===== src/rtl/ro_data_receiver.sv =====
// ro_data_receiver
// Receive-side deserializer for the ring-oscillator count serial link.
// Samples DATA_IN and the C_IN frame-select lines on every data_clk rising
// edge, aligns to 128-bit frames using select-line transitions, and publishes
// the INV/NAND/NOR/CLK counts with a valid pulse, frame ID and error flags.
//
// Link timing: the sample on which C_IN changes carries bit 127 of the ending
// frame, and the following sample is bit 0 of the next frame.

module ro_data_receiver #(
  parameter logic CHECK_SEQ = 1'b1,
  parameter int   ERR_CNT_W = 8
) (
  input  logic                 data_clk,
  input  logic                 reset,
  input  logic                 DATA_IN,
  input  logic [1:0]           C_IN,
  output logic [31:0]          INV_COUNT,
  output logic [31:0]          NAND_COUNT,
  output logic [31:0]          NOR_COUNT,
  output logic [31:0]          CLK_COUNT,
  output logic [1:0]           FRAME_ID,
  output logic                 FRAME_VALID,
  output logic                 SYNC_ERR,
  output logic                 SEQ_ERR,
  output logic                 LOCKED,
  output logic [ERR_CNT_W-1:0] ERR_COUNT
);

  typedef enum logic [0:0] {
    HUNT = 1'b0,
    RECV = 1'b1
  } state_t;

  localparam logic [6:0] LAST_BIT = 7'd127;

  state_t       state;
  state_t       state_next;
  logic [6:0]   bit_idx;
  logic [6:0]   bit_idx_next;
  logic [1:0]   c_prev;
  logic         transition;

  // Only the first 127 bits of a frame are ever stored; bit 127 is taken
  // straight from DATA_IN on the sample that completes the frame.
  logic [126:0] shreg;
  logic [127:0] frame_word;

  logic         shift_en;
  logic         good_frame;
  logic         sync_evt;
  logic         seq_evt;

  assign transition = (C_IN != c_prev);
  assign frame_word = {DATA_IN, shreg};

  // Frame alignment: decide the next state, bit position and frame events.
  always_comb begin
    state_next   = state;
    bit_idx_next = bit_idx;
    shift_en     = 1'b0;
    good_frame   = 1'b0;
    sync_evt     = 1'b0;
    seq_evt      = 1'b0;

    case (state)
      HUNT: begin
        if (transition) begin
          state_next   = RECV;
          bit_idx_next = 7'd0;
        end
      end

      RECV: begin
        shift_en = 1'b1;
        if (bit_idx == LAST_BIT) begin
          bit_idx_next = 7'd0;
          if (transition) begin
            good_frame = 1'b1;
            seq_evt    = CHECK_SEQ & (C_IN != 2'(c_prev + 2'd1));
          end else begin
            sync_evt   = 1'b1;
            state_next = HUNT;
          end
        end else if (transition) begin
          sync_evt     = 1'b1;
          bit_idx_next = 7'd0;
        end else begin
          bit_idx_next = bit_idx + 7'd1;
        end
      end

      default: begin
        state_next   = HUNT;
        bit_idx_next = 7'd0;
      end
    endcase
  end

  // State, bit counter and previous-select registers.
  always_ff @(posedge data_clk or negedge reset) begin
    if (!reset) begin
      state   <= HUNT;
      bit_idx <= 7'd0;
      c_prev  <= 2'd0;
    end else begin
      state   <= state_next;
      bit_idx <= bit_idx_next;
      c_prev  <= C_IN;
    end
  end

  // Serial shift register, LSB first, new bits enter at the top.
  always_ff @(posedge data_clk or negedge reset) begin
    if (!reset) begin
      shreg <= '0;
    end else if (shift_en) begin
      shreg <= {DATA_IN, shreg[126:1]};
    end
  end

  // Published counts and frame ID; these hold between good frames.
  always_ff @(posedge data_clk or negedge reset) begin
    if (!reset) begin
      INV_COUNT  <= 32'd0;
      NAND_COUNT <= 32'd0;
      NOR_COUNT  <= 32'd0;
      CLK_COUNT  <= 32'd0;
      FRAME_ID   <= 2'd0;
    end else if (good_frame) begin
      INV_COUNT  <= frame_word[31:0];
      NAND_COUNT <= frame_word[63:32];
      NOR_COUNT  <= frame_word[95:64];
      CLK_COUNT  <= frame_word[127:96];
      FRAME_ID   <= c_prev;
    end
  end

  // Single-cycle status pulses and the lock indicator.
  always_ff @(posedge data_clk or negedge reset) begin
    if (!reset) begin
      FRAME_VALID <= 1'b0;
      SYNC_ERR    <= 1'b0;
      SEQ_ERR     <= 1'b0;
      LOCKED      <= 1'b0;
    end else begin
      FRAME_VALID <= good_frame;
      SYNC_ERR    <= sync_evt;
      SEQ_ERR     <= seq_evt;
      if (good_frame) begin
        LOCKED <= 1'b1;
      end else if (sync_evt) begin
        LOCKED <= 1'b0;
      end
    end
  end

  // Saturating error counter, one step per cycle with an error pulse showing.
  always_ff @(posedge data_clk or negedge reset) begin
    if (!reset) begin
      ERR_COUNT <= '0;
    end else if ((SYNC_ERR | SEQ_ERR) && (ERR_COUNT != '1)) begin
      ERR_COUNT <= ERR_COUNT + ERR_CNT_W'(1);
    end
  end

endmodule


===== config.mk =====
export PLATFORM = sky130hd
export DESIGN_NAME = ro_data_receiver
export DESIGN_NICKNAME = d
export VERILOG_FILES = /design/src/rtl/ro_data_receiver.sv
export SDC_FILE = /design/constraint.sdc
export NUM_CORES = 1
export LEC_CHECK = 0
export CAP_MARGIN = 10
export CORE_MARGIN = 2
export CORE_UTILIZATION = 35
export CTS_CLUSTER_DIAMETER = 120
export DETAILED_ROUTE_END_ITERATION = 10
export SYNTH_ARGS = -nofsm -noshare
export SYNTH_HDL_FRONTEND = slang
export SYNTH_SLANG_ARGS = --single-unit

===== constraint.sdc =====
create_clock -name data_clk -period 3.9 [get_ports data_clk]
set_clock_uncertainty 0.05 [all_clocks]
set_input_delay 0.39 -clock data_clk [delete_from_list [all_inputs] [get_ports data_clk]]
set_output_delay 0.39 -clock data_clk [all_outputs]
set_load 0.01 [all_outputs]

==> impl_results.md <==
- Cell Chain, Critical Path: ha_1 -> nand2_1 -> nor2_1 -> ha_1 -> nand2_8 -> inv_2 -> buf_4 -> mux2_2
- Die width: 180 um
- CP endpoint kind: register
- Initial core utilization: 35.5%
- Total GRT Usage: 12.3%
- Post-route ant nets: 0
- Switching Share: 22.1%
- TritonCTS clock tree: built
- Residual DRC: 0
- Asr flop ratio synth: 100%
- EDFF count, synth: 0
- Hold path startpoint: C_IN[1]
- Register bit total from synthesis: 279
- Crit Path Max Fanout: 31
- WP data required: 4.27 ns
- R2R Path End: CLK_COUNT[13]
- Setup ws final: 1.16 ns
- RSZ-0062 raised after global routing: false
- Routed len/inst: 16.0 um
- Placed inst area: 0.0127 mm2
- Clock transition at path regs: 0.06 ns
- Post-CTS sizing: 0
- CP max-delay cell: inv_2
- Leakage Power: 6.60 nW
- Final setup fails: 0
- Register share of total power: 49.3%
- PortBufs: 146
- Post-Syn Area per Cell: 16.8 um2
- Pin count of the biggest net entering global routing: 127
- Mapped Area: 0.0109 mm2
- Comb pwr share: 5.1%
- Critical Path Start Type: register
- FF-to-FF path depth: 8
- Peak supply drop: 0.000355 V
- Maximum Capacitance Violations: 0
- Global placer's final weighted congestion: 0.722
- Synth Flop Type: dfrtp_1
- Hold WC Path Type: primary input to register
- Via count: 5707
- Flop2flop setup slack: 1.16 ns
- Fin. Hold Viols: 0
- Number of global-route vias before repair: 6079
- CTS Buf Count: 31
- Top cells by area, synth: dfrtp_1, mux2_2, mux2_4
- Synthesis Warnings: 0
- Mapped Cells: 644
- Setup Crit Path Kind: register to register
- F_max: 365 MHz
- Placeable Area: 0.0306 mm2
- Root Buffer: clkbuf_16
- Longest Clk Path Bufs: 3
- Pwr dens: 454 mW/mm2
- Syn Nets: 653
- Final HPWL DP: 11900 um
- Finished Cell Area: 0.0137 mm2
- First-pass GRT wire length: 33400 um
- Die area: 0.0324 mm2
- Layout net count: 812
- Fin. max-slew vios: 0
- Die Span Y: 180 um
- Register area share after synthesis: 64.3%
- Most common cell after layout, fill and taps aside: dfrtp_1
- Clock share of power: 45.6%
- Fin Setup TNS: 0 ns
- Drt pass-1 iters: 4
- Status: finished, final reports clean
- I/O pin count: 147
- Top cell type's share of synthesized area: 64.3%
- Reg2reg start: bit_idx[0]
- Cell variety after synth: 32
- Worst Hold End: c_prev[1]
- Data arrival time of the worst path: 3.12 ns
- Final critical path time including I/O delays and setup: 2.74 ns
- Int Power: 4.83 mW
- Rel. slew slack: 35.8%
- Most used cell, CP: ha_1
- Final period util: 70.3%
- # clock sinks: 279
- Gr ovfl total: 0
- Worst Max-Slew Pin Slew: 0.962 ns
- # rows: 64
- Most frequent cells in the layout: dfrtp_1, mux2_2, clkdlybuf4s50_1
- Worst-Skew Late Latency: 0.54 ns
- Setup WS pre-CTS: 0.793 ns
- Clock H-tree levels: 1
- Diode count: 0
- Sw Pwr: 1.37 mW
- Area Growth Syn to Fin: 25.8%
- Share of cells above drive strength 1: 38.7%
- Hold path depth: 1
- Final WL: 19600 um
- Critical path's largest stage delay: 0.42 ns
- Initial antenna violation count: 0
- Vias per inst: 4.67
- Fill count: 2730
- Drt initial violations: 242
- Dominant cell type by area after synthesis: dfrtp_1
[critical path: cells and delay by family (launching register included)]
kind | cells | cell delay [ns]
adder cells (fa/ha/maj) | 2 | 0.57
buffers and inverters | 2 | 0.69
flip-flops | 1 | 0.40
multiplexers | 1 | 0.35
AND/OR/NAND/NOR | 3 | 0.57
[state kept, by name (all words and copies together), names as in the netlist]
register and flops:
shreg 127, CLK_COUNT 32, INV_COUNT 32, NAND_COUNT 32, NOR_COUNT 32, ERR_COUNT 8
bit_idx 7, FRAME_ID 2, c_prev 2, FRAME_VALID 1, LOCKED 1, SEQ_ERR 1
SYNC_ERR 1, state 1
[layer usage]
| metal | track usage [%] | up-vias | part of all wire [%] |
|---|---|---|---|
| met4 | 3.03 | 0 | 2.3 |
| met2 | 18.7 | 126 | 44 |
| met3 | 3.68 | 31 | 6.6 |
| met1 | 17.1 | 2936 | 47 |
| met5 | 0 | - | 0 |
| li1 | - | 2614 | - |
[cell families (layout without fill, tap and decap cells)]
logic type | count (synthesis) | after routing | share of synthesized area, %
flip-flops | 279 | 279 | 64.3
multiplexers | 260 | 260 | 28.7
AND/OR/NAND/NOR | 35 | 35 | 1.76
buffers and inverters | 35 | 216 | 2.74
AO/OA/AOI/OAI | 24 | 24 | 1.44
XOR/XNOR | 7 | 7 | 0.565
adder cells (fa/ha/maj) | 4 | 4 | 0.461
[cell usage after synthesis, types with 2 or more instances]
library cell / instances
a21oi_1: 6
a311oi_1: 2
and3_1: 3
buf_2: 6
buf_4: 4
buf_6: 19
dfrtp_1: 279
ha_1: 4
inv_1: 4
mux2_2: 211
mux2_4: 49
nand2_1: 8
nand2b_1: 2
nand3_1: 7
nand4_1: 3
nor2_1: 3
nor2b_1: 4
o211ai_1: 4
o21a_1: 4
o21ai_0: 5
xnor2_1: 4
xor2_1: 3
[worst max-delay path by stage]
stage                     depth (start not counted)  slack (ns)             to       start
after floorplan                                   8        1.96  CLK_COUNT[10]  bit_idx[0]
after global placement                            8        0.80  CLK_COUNT[10]     C_IN[1]
after detailed placement                          8        0.79   CLK_COUNT[6]     C_IN[1]
after CTS                                         8        1.09   CLK_COUNT[6]  bit_idx[0]
after global routing                              8        0.91  CLK_COUNT[13]  bit_idx[0]
final                                             8        1.16  CLK_COUNT[13]  bit_idx[0]
[repair_timing]
item / CTS / global route
buffers inserted: 0 / 0
hold buffers: 1 / 0
setup endpoints to repair: 0 / 0
endpoints found under the hold margin: 122 / 0
[layout make-up]
class / instances / area [um2] / share of cell area (%)
timing repair buffer: 156 / 1580 / 11.6
sequential: 279 / 6990 / 51.2
clock inverter: 9 / 101 / 0.742
multi-input combinational: 330 / 3580 / 26.2
inverter: 5 / 18.8 / 0.137
clock buffer: 46 / 892 / 6.53
tap: 396 / 495 / 3.63
[metrics by stage]
step	instances	utilization [%]	total power [mW]	hold WS [ns]
2_1_floorplan	644	-	3.23	0.0444
3_3_place_gp	1165	41.4	3.42	0.441
3_5_place_dp	1165	41.4	3.43	0.442
4_1_cts	1221	44.6	6.31	0.288
5_1_grt	1221	44.6	6.47	0.301
6_report	1221	44.6	6.20	0.319
[power groups by stage]
| stage | registers [mW] | logic [mW] | clock network (mW) |
|---|---|---|---|
| floorplan | 3.10 | 0.129 | 0 |
| global placement | 3.11 | 0.314 | 0 |
| detailed placement | 3.11 | 0.320 | 0 |
| CTS | 3.06 | 0.323 | 2.93 |
| global route | 3.07 | 0.353 | 3.05 |
| finish | 3.06 | 0.315 | 2.83 |
(Power assumes the default switching activity.)
